$ cat src/rtl/lsu_pkg.sv
// Shared definitions for the load-store unit: funct3 size codes, FSM state
// encoding and small helpers that turn a size code into a byte count or a
// byte-lane mask.
package lsu_pkg;

    // funct3 size codes as seen on ls_op
    localparam logic [2:0] LS_B  = 3'b000;
    localparam logic [2:0] LS_H  = 3'b001;
    localparam logic [2:0] LS_W  = 3'b010;
    localparam logic [2:0] LS_BU = 3'b100;
    localparam logic [2:0] LS_HU = 3'b101;

    typedef enum logic [1:0] {
        ST_IDLE = 2'd0,
        ST_ACC0 = 2'd1,
        ST_ACC1 = 2'd2,
        ST_DONE = 2'd3
    } lsu_state_e;

    // Byte count of an access; 0 marks a code that is not a legal size.
    function automatic logic [2:0] ls_size(input logic [2:0] op);
        case (op)
            LS_B, LS_BU: ls_size = 3'd1;
            LS_H, LS_HU: ls_size = 3'd2;
            LS_W:        ls_size = 3'd4;
            default:     ls_size = 3'd0;
        endcase
    endfunction

    // Unshifted byte-lane mask for an access of the given size.
    function automatic logic [3:0] ls_mask(input logic [2:0] op);
        case (op)
            LS_B, LS_BU: ls_mask = 4'h1;
            LS_H, LS_HU: ls_mask = 4'h3;
            LS_W:        ls_mask = 4'hF;
            default:     ls_mask = 4'h0;
        endcase
    endfunction

    // Unsigned variants only exist for loads.
    function automatic logic ls_illegal(input logic we, input logic [2:0] op);
        ls_illegal = (ls_size(op) == 3'd0) || (we && op[2]);
    endfunction

    // True when the access spills past the end of its 32-bit word.
    function automatic logic ls_cross(input logic [1:0] off, input logic [2:0] size);
        ls_cross = ({2'b00, off} + {1'b0, size}) > 4'd4;
    endfunction

endpackage

$ cat src/rtl/lsu_align.sv
// Byte-lane steering for the load-store unit (purely combinational).
//   off      : byte offset of the access within its word
//   op       : funct3 size code
//   hi       : 0 = first (lower) word of the access, 1 = second word
//   st_data  : right-aligned store data
//   rdata0/1 : read words of the first and second transaction
//   be       : byte enables for the word selected by hi
//   wdata    : lane-shifted write data for the word selected by hi
//   ld_data  : merged, shifted and extended load result
module lsu_align
    import lsu_pkg::*;
(
    input  logic [1:0]  off,
    input  logic [2:0]  op,
    input  logic        hi,
    input  logic [31:0] st_data,
    input  logic [31:0] rdata0,
    input  logic [31:0] rdata1,
    output logic [3:0]  be,
    output logic [31:0] wdata,
    output logic [31:0] ld_data
);

    // Work on an 8-lane / 64-bit view of the two words so that the split
    // case falls out of a single shift; the upper half feeds the second word.
    logic [7:0]  be_wide;
    logic [63:0] wd_wide;
    logic [63:0] rd_wide;

    always_comb begin
        be_wide = {4'b0000, ls_mask(op)} << off;
        wd_wide = {32'h0000_0000, st_data} << {off, 3'b000};
        rd_wide = {rdata1, rdata0} >> {off, 3'b000};

        be    = hi ? be_wide[7:4] : be_wide[3:0];
        wdata = hi ? wd_wide[63:32] : wd_wide[31:0];

        case (op)
            LS_B:    ld_data = {{24{rd_wide[7]}}, rd_wide[7:0]};
            LS_H:    ld_data = {{16{rd_wide[15]}}, rd_wide[15:0]};
            LS_BU:   ld_data = {24'h000000, rd_wide[7:0]};
            LS_HU:   ld_data = {16'h0000, rd_wide[15:0]};
            default: ld_data = rd_wide[31:0];
        endcase
    end

endmodule

$ cat src/rtl/lsu_ctrl.sv
// Load-store unit controller. Turns one core memory request into one or two
// word-aligned memory transactions over a req/ack handshake and stalls the
// core until the access completes.
//   clk_i, rst_ni             : clock, asynchronous active-low reset
//   req_i, we_i, ls_op_i,
//   addr_i, st_data_i         : core request (held by the core while stalled)
//   stall_o                   : freeze the core pipeline
//   done_o, err_o, ld_data_o  : one-cycle completion pulse with status/result
//   mem_req_o .. mem_wdata_o  : data-memory transaction, held until mem_ack_i
//   mem_ack_i, mem_rdata_i    : transaction complete, read word
module lsu_ctrl
    import lsu_pkg::*;
#(
    parameter bit          SPLIT_MISALIGNED = 1'b1,
    parameter int unsigned ACK_TIMEOUT      = 16
) (
    input  logic        clk_i,
    input  logic        rst_ni,
    input  logic        req_i,
    input  logic        we_i,
    input  logic [2:0]  ls_op_i,
    input  logic [31:0] addr_i,
    input  logic [31:0] st_data_i,
    output logic        stall_o,
    output logic        done_o,
    output logic        err_o,
    output logic [31:0] ld_data_o,
    output logic        mem_req_o,
    output logic        mem_we_o,
    output logic [31:0] mem_addr_o,
    output logic [3:0]  mem_be_o,
    output logic [31:0] mem_wdata_o,
    input  logic        mem_ack_i,
    input  logic [31:0] mem_rdata_i
);

    localparam int CNT_W = (ACK_TIMEOUT > 1) ? $clog2(ACK_TIMEOUT) : 1;
    localparam logic [CNT_W-1:0] CNT_LAST = CNT_W'((ACK_TIMEOUT == 0) ? 0 : ACK_TIMEOUT - 1);
    localparam logic [CNT_W-1:0] CNT_ONE  = CNT_W'(1);

    lsu_state_e       state_q;
    logic             err_q;
    logic [CNT_W-1:0] cnt_q;

    logic        we_q;
    logic [2:0]  op_q;
    logic [31:0] addr_q;
    logic [31:0] data_q;
    logic [31:0] rdata0_q;
    logic [31:0] rdata1_q;

    logic        in_acc;
    logic        cross_q;
    logic        timeout;
    logic        start_bad;
    logic [31:0] word_addr;
    logic [3:0]  al_be;
    logic [31:0] al_wdata;
    logic [31:0] al_ld;

    assign in_acc    = (state_q == ST_ACC0) || (state_q == ST_ACC1);
    assign cross_q   = ls_cross(addr_q[1:0], ls_size(op_q));
    // An ACK_TIMEOUT of 0 disables the watchdog entirely.
    assign timeout   = (ACK_TIMEOUT != 0) && (cnt_q == CNT_LAST);
    assign start_bad = ls_illegal(we_i, ls_op_i) ||
                       (!SPLIT_MISALIGNED && ls_cross(addr_i[1:0], ls_size(ls_op_i)));
    assign word_addr = {addr_q[31:2], 2'b00};

    // Control path: state, error flag and ack watchdog.
    always_ff @(posedge clk_i or negedge rst_ni) begin
        if (!rst_ni) begin
            state_q <= ST_IDLE;
            err_q   <= 1'b0;
            cnt_q   <= '0;
        end else begin
            case (state_q)
                ST_IDLE: begin
                    cnt_q <= '0;
                    if (req_i) begin
                        err_q   <= start_bad;
                        state_q <= start_bad ? ST_DONE : ST_ACC0;
                    end
                end
                ST_ACC0, ST_ACC1: begin
                    if (mem_ack_i) begin
                        cnt_q   <= '0;
                        state_q <= (state_q == ST_ACC0 && cross_q) ? ST_ACC1 : ST_DONE;
                    end else if (timeout) begin
                        cnt_q   <= '0;
                        err_q   <= 1'b1;
                        state_q <= ST_DONE;
                    end else begin
                        cnt_q <= cnt_q + CNT_ONE;
                    end
                end
                default: begin
                    state_q <= ST_IDLE;
                end
            endcase
        end
    end

    // Data path: request capture and read-word latches; only ever consumed
    // under state qualification, so no reset is needed.
    always_ff @(posedge clk_i) begin
        if (state_q == ST_IDLE && req_i) begin
            we_q   <= we_i;
            op_q   <= ls_op_i;
            addr_q <= addr_i;
            data_q <= st_data_i;
        end
        if (state_q == ST_ACC0 && mem_ack_i) begin
            rdata0_q <= mem_rdata_i;
        end
        if (state_q == ST_ACC1 && mem_ack_i) begin
            rdata1_q <= mem_rdata_i;
        end
    end

    lsu_align u_align (
        .off     (addr_q[1:0]),
        .op      (op_q),
        .hi      (state_q == ST_ACC1),
        .st_data (data_q),
        .rdata0  (rdata0_q),
        .rdata1  (rdata1_q),
        .be      (al_be),
        .wdata   (al_wdata),
        .ld_data (al_ld)
    );

    // Memory-side outputs depend only on registered state, so they stay
    // stable for the whole wait and are forced to zero outside an access.
    always_comb begin
        mem_req_o   = in_acc;
        mem_we_o    = in_acc && we_q;
        mem_addr_o  = 32'h0;
        mem_be_o    = 4'h0;
        mem_wdata_o = 32'h0;
        if (in_acc) begin
            // Second word wraps modulo 2^32 by plain 32-bit addition.
            mem_addr_o  = (state_q == ST_ACC1) ? word_addr + 32'd4 : word_addr;
            mem_be_o    = al_be;
            mem_wdata_o = al_wdata;
        end
    end

    assign stall_o   = ((state_q == ST_IDLE) && req_i) || in_acc;
    assign done_o    = (state_q == ST_DONE);
    assign err_o     = (state_q == ST_DONE) && err_q;
    assign ld_data_o = ((state_q == ST_DONE) && !err_q && !we_q) ? al_ld : 32'h0;

endmodule

$ cat config.mk
export PLATFORM = sky130hd
export DESIGN_NAME = lsu_ctrl
export DESIGN_NICKNAME = d
export VERILOG_FILES = /design/src/rtl/lsu_pkg.sv /design/src/rtl/lsu_align.sv /design/src/rtl/lsu_ctrl.sv
export SDC_FILE = /design/constraint.sdc
export NUM_CORES = 1
export LEC_CHECK = 0
export ABC_AREA = 1
export CAP_MARGIN = 10
export CELL_PAD_IN_SITES_DETAIL_PLACEMENT = 1
export CELL_PAD_IN_SITES_GLOBAL_PLACEMENT = 1
export CORE_MARGIN = 2
export CORE_UTILIZATION = 23
export DETAILED_ROUTE_END_ITERATION = 16
export PLACE_DENSITY = 0.68
export RECOVER_POWER = 25
export SLEW_MARGIN = 10
export SYNTH_ARGS = -nofsm -noshare
export SYNTH_HDL_FRONTEND = slang
export SYNTH_SLANG_ARGS = --single-unit
export TNS_END_PERCENT = 5
$ cat constraint.sdc
create_clock -name clk_i -period 6 [get_ports clk_i]
set_input_delay 0.9 -clock clk_i [delete_from_list [all_inputs] [get_ports clk_i]]
set_output_delay 0.9 -clock clk_i [all_outputs]
set_load 0.03 [all_outputs]
==> results of run 1 <==
==> flip-flops by register name, summed over array words and instances, names as in the netlist <==
signal    flops
addr_q       32
err_q         1
rdata1_q     24
cnt_q         4
state_q       2
data_q       32
we_q          1
rdata0_q     32
op_q          3
==> cells by family (layout without fill, tap and decap cells) <==
group	Yosys count	in the layout	synth area share [%]
AOI/OAI and AO/OA	201	201	14.12
other	1	5	0.04954
DFF	131	131	51.50
adders and majority gates	10	10	1.752
xor gates and xnor gates	6	6	0.6942
buffers and inverters	114	311	7.041
and+or+nand+nor	431	431	24.84
==> area by class of cell <==
type	count	area (µm²)
antenna	3	7.507
clock buffer	18	429.2
clock inverter	13	136.4
fill	3817	21910
inverter	66	250.2
multi-input combinational	650	3142
sequential	131	3899
tap	442	553.0
timing repair buffer	214	2122
==> metal layers <==
layer  global-route usage [%]  routed length (µm)
met1                    20.41               12680
met2                    25.25               12400
met3                    3.166                1221
met4                    4.825                 346
met5                        0                  27
==> final timing paths <==
path	startpoint	end	slack, ns	depth (start not counted)
max	state_q[0]$_DFFE_PN0P_	mem_be_o[3]	1.07	7
min	cnt_q[1]$_DFFE_PN0P_	cnt_q[1]$_DFFE_PN0P_	0.52	2
max reg2reg	addr_q[0]$_DFFE_PP_	state_q[0]$_DFFE_PN0P_	3.00	10
min reg2reg	cnt_q[1]$_DFFE_PN0P_	cnt_q[1]$_DFFE_PN0P_	0.52	2
max in group asynchronous	rst_ni	cnt_q[1]$_DFFE_PN0P_	4.87	1
min in group asynchronous	rst_ni	cnt_q[3]$_DFFE_PN0P_	0.84	1
==> power by group <==
group          switching (mW)  internal, mW
Combinational            1.71         0.863
Sequential              0.122          1.22
Clock                   0.419         0.609
Total                    2.25          2.69
==> cells in the final DEF (no fill, tap or decap), drive strengths merged, types with 2 or more instances in the layout <==
| cell | n |
|---|---|
| buf | 8 |
| nand4 | 7 |
| ha | 9 |
| clkinvlp | 2 |
| clkdlybuf4s50 | 132 |
| inv | 67 |
| nor2 | 123 |
| o21bai | 2 |
| o21a | 4 |
| clkbuf | 18 |
| dfrtp | 7 |
| nor3 | 10 |
| nand3 | 54 |
| nand2 | 228 |
| xor2 | 4 |
| dlygate4sd3 | 74 |
| clkinv | 8 |
| o21ai | 102 |
| conb | 2 |
| or2 | 5 |
| a21oi | 71 |
| and2 | 3 |
| edfxtp | 124 |
| bufinv | 2 |
| a211oi | 9 |
| xnor2 | 2 |
| diode | 3 |
| a31oi | 12 |
==> worst register-to-register path, cell delays in order, from the launching register on <==
cell and delay [ns]:
edfxtp_1 0.82, buf_4 0.81, ha_1 0.32, fa_1 0.43
nor2_1 0.11, o21ai_0 0.08, nand2_1 0.06, o21ai_0 0.08
nand3_1 0.10, nand2_1 0.06, nand2_1 0.05
==> through the flow <==
step,instances,setup slack (ns),power [mW],hold slack [ns]
floorplan,895,2.830,2.892,0.4726
CTS,1534,1.008,5.025,0.5267
global route,1535,0.7993,5.231,0.5744
finish,1537,1.074,4.947,0.5188
detailed placement,1503,1.473,3.974,0.5113
global placement,1503,1.588,3.938,0.5000
==> metrics, run 1 <==
status complete, no violations; Detailed Place HPWL 19.00 mm; most frequent cell after synthesis nand2_1; initial antenna violation count 4; Synth Instances 894; Worst Path Max Fanout 27; all-layer global routing usage 15.44%; core area 0.03245 mm²; post-route ant nets 0; maxcap violations 0; worst path required time 5.10 ns; Tmin final 4.926 ns; synth warn 0; hold-fix buffer count after cts 0; Arr. time, crit path 4.03 ns; vias in the first global route 7,047; first-pass GRT wire length 39.79 mm; Hold Path Class register to register; via count 6,941; ys async rst share 5.344%; final slew viol count 0; DIE HEIGHT 185.4 µm; Synth area leader edfxtp_1; std cell rows 66; die span in x 185.4 µm; Placed Area 0.009966 mm²; setup TNS 0 ns; final setup fails 0; CP Capture Type output pin; Top cell by count, worst path inv_1; nets 1,194; Area Overhead vs Synth 39.22%; number of CTS-inserted buffers 17; final number of hold-violating endpoints 0; CTS clk-pin slew, worst paths 0.06 ns; CP startpoint kind register; sequential share of the synthesized area 51.50%; DR iter-0 viols 373; largest delay contributor family on the critical path adder cells; Mean Syn Cell Area 8.467 µm²; grt ovf 0; ys flop type edfxtp_1; leakage 3.948 nW; WS Path Type register to output pin; worst stage delay on the critical path 1.02 ns; Routed WL per cell 17.35 µm; Setup Fix Bufs, Post-CTS 0; worst clock skew 0.006676 ns; clk sinks 131; Final Cycle Share 82.10%; worst rel slew slack 23.98%; worst skew pair latency 0.43 ns; RSZ-0062 raised after global routing false; CTS root buffer clkbuf_16; fin area 0.01054 mm²; synth cell count leaders 223 x nand2_1, 124 x edfxtp_1, 103 x nor2_1, 92 x o21ai_0, 71 x a21oi_1; number of synthesized flops with an enable pin 124; PwrDens 469.4 mW/mm²; top-level I/O count 209; slowest CP cell ha_1; die area 0.03438 mm²; Worst-Margin Slew 1.136 ns; Seq cells post-synth 131; Synth top area share 49.19%; first-pass detailed-route iteration total 4; Distinct cells, synth 41; fin util 32.47%; routability cong. 0.8015; largest net degree at the start of global routing 94; synth top area cells edfxtp_1 49%, nand2_1 11%, o21ai_0 6.1%, nor2_1 5.1%, a21oi_1 4.7%; CTS tree done; max frequency 203.0 MHz; via density per instance 4.516; worst path bufs/invs 3; drt drc 0; Clock Tree Buf Depth 2; Routed WL 26.67 mm; CP Cell Sequence inv_1 -> ha_1 -> inv_1 -> nor2_1 -> o21ai_0 -> a21oi_1 -> clkdlybuf4s50_1; VDD IR max 0.0002549 V; Port Buffer Count 206; initial core utilization 23.32%; share of layout cells above drive strength 1 6.960%; PostCTS Resize Cnt 0; Clock H-tree levels 4; Post-Syn Area 0.007570 mm²
(Power assumes the default switching activity.)
==> run 2, diff against run 1 <==
- PLACE_DENSITY: 0.68 -> 0.7
- clock period: 6 -> 4.1 ns (I/O delays scaled with it)
==> run 2 against run 1 <==
Utilization rose by 0.87 points. Largest power group unchanged. Cell area rose by 2.7%. Die area did not move. Wire length rose by 2.4%. Clock skew rose by 0.0045 ns. Clock power rose by 74%. Power rose by 56%.
==> metrics, run 2 (synthesized netlist as in run 1, its figures left out) <==
reg-to-reg endpoint rdata1_q[16]$_DFFE_PP_; DIE HEIGHT 185.4 µm (unchanged); setup TNS 0 ns (unchanged); Tmin final 3.736 ns; nets 1,202 (+0.67%); drt drc 0 (unchanged); worst clock skew 0.01120 ns (+0.004520 ns); flop2flop setup slack 1.74 ns (-1.26 ns); grt ovf 0 (unchanged); final slew viol count 0 (unchanged); worst rel slew slack 23.76% (-0.22 points); CTS tree done; PwrDens 713.9 mW/mm² (+52%); share of layout cells above drive strength 1 9.628% (+2.7 points); all-layer global routing usage 16.18% (+0.74 points); leakage 4.106 nW (+4.0%); initial core utilization 23.32% (unchanged); initial antenna violation count 4 (unchanged); Routed WL per cell 17.67 µm (+1.8%); clk sinks 131 (unchanged); most frequent cells in the layout 223 x nand2_1, 124 x edfxtp_1, 115 x clkdlybuf4s50_1; core area 0.03245 mm² (unchanged); post-route ant nets 0 (unchanged); largest net degree at the start of global routing 117 (+24%); CP Cell Sequence inv_1 -> ha_2 -> nand2_2 -> nor2_4 -> nand2_1 -> nor2_4 -> nand3_1 -> nand2_1 -> nand2_1 -> nor2_1 -> clkdlybuf4s50_1; worst skew pair latency 0.44 ns (about the same); Worst-Margin Slew 1.142 ns (+0.006205 ns); Area Overhead vs Synth 42.96%; CTS clk-pin slew, worst paths 0.07 ns (about the same); Top cell by count, worst path nand2_1; slowest CP cell clkdlybuf4s50_1; std cell rows 66 (unchanged); depth of the most critical reg-to-reg path 4 (-6); via density per instance 4.576 (+1.3%); commonest non-fill, non-tap cell in the layout nand2_1; Place WS 0.4520 ns (-1.020 ns); die area 0.03438 mm² (unchanged); Post-Layout Cell Count 1,546 (+0.59%); Final Cycle Share 91.11%; Largest regs addr_q x32, data_q x32, rdata0_q x32; Clock Tree Buf Depth 2 (unchanged); DR iter-0 viols 409 (+9.7%); top-level I/O count 209 (unchanged); worst stage delay on the critical path 0.69 ns (-0.33 ns); die span in x 185.4 µm (unchanged); setup slack after layout 0.3644 ns (-0.7097 ns); Final Hold Slack 0.5127 ns (-0.006174 ns); final setup fails 0 (unchanged); WS Path Type register to output pin; CP startpoint kind register; VDD IR max 0.0004345 V (+70%); Routed WL 27.32 mm (+2.4%); Arr. time, crit path 3.12 ns (-0.91 ns); Clock H-tree levels 4 (unchanged); Detailed Place HPWL 19.62 mm (+3.3%); hold-fix buffer count after cts 0 (unchanged); first-pass detailed-route iteration total 5 (+1); vias in the first global route 7,329 (+4.0%); worst path required time 3.48 ns (-1.62 ns); Cells after DPL 1,511 (+0.53%); routability cong. 0.8190 (+2.2%); CP Capture Type output pin; number of CTS-inserted buffers 17 (unchanged); Port Buffer Count 206 (unchanged); RSZ-0062 raised after global routing false; final number of hold-violating endpoints 0 (unchanged); status complete, no violations; first-pass GRT wire length 41.31 mm (+3.8%); max frequency 267.7 MHz; Hold Path Class input pin to asynchronous set/reset pin; via count 7,075 (+1.9%); maxcap violations 0 (unchanged); CTS root buffer clkbuf_16; worst r2r src state_q[0]$_DFFE_PN0P_; Worst Path Max Fanout 18 (-33%)
[run 2: timing repair]
action | 4_1_cts | 5_1_grt
setup buffers | 0 | 0
resized for setup | 1 | 0
endpoints found under the setup margin | 1 | 0
hold endpoints to repair | 0 | 0
[run 2: final cells by class]
type / instances / area (µm²)
clock inverter: 15 / 252.7
antenna: 3 / 7.507
inverter: 66 / 250.2
sequential: 131 / 3899
timing repair buffer: 222 / 2290
tap: 442 / 553.0
multi-input combinational: 650 / 3144
clock buffer: 17 / 425.4
fill: 3782 / 21630
[run 2: worst max-delay path by stage]
stage,startpoint,endpoint,slack (ns),cells past startpoint
2_1_floorplan,state_q[0]$_DFFE_PN0P_,mem_be_o[2],1.22,7
3_3_place_gp,state_q[0]$_DFFE_PN0P_,mem_wdata_o[13],0.55,5
3_5_place_dp,state_q[0]$_DFFE_PN0P_,mem_wdata_o[13],0.45,5
4_1_cts,state_q[0]$_DFFE_PN0P_,mem_addr_o[27],0.30,11
5_1_grt,state_q[0]$_DFFE_PN0P_,mem_addr_o[29],0.03,11
6_report,state_q[0]$_DFFE_PN0P_,mem_addr_o[27],0.36,11
[run 2: power breakdown]
| part | switching [mW] | total, mW | internal [mW] |
|---|---|---|---|
| Clock | 0.643 | 1.79 | 1.15 |
| Combinational | 2.57 | 3.99 | 1.42 |
| Sequential | 0.160 | 1.95 | 1.79 |
| Total | 3.38 | 7.73 | 4.35 |
[run 2: per-layer routing]
metal | part of all wire [%] | GRT usage (%) | wire, µm
met1 | 43 | 20.00 | 11810
met2 | 48 | 27.09 | 13130
met3 | 6.5 | 4.247 | 1770
met4 | 2.1 | 5.841 | 575
met5 | 0.11 | 0 | 30
[run 2: metrics by stage]
step	utilization, %	area (µm²)	power (mW)
2_1_floorplan	-	7574	4.232
3_3_place_gp	31.22	10130	5.949
3_5_place_dp	31.22	10130	6.005
4_1_cts	33.32	10810	7.843
5_1_grt	33.33	10820	8.168
6_report	33.34	10820	7.725
[run 2: critical path: cells and delay by family (launching register included)]
kind          cells  cell delay, ns
buf+inv           2            0.79
fa+ha+maj         1            0.47
simple gates      8            0.98
flops             1            0.43
==> run 3, diff against run 2 <==
- TNS_END_PERCENT: 5 -> unset
==> results of run 3 <==
No change in the layout: final DEF, timing and power equal those of run 2.
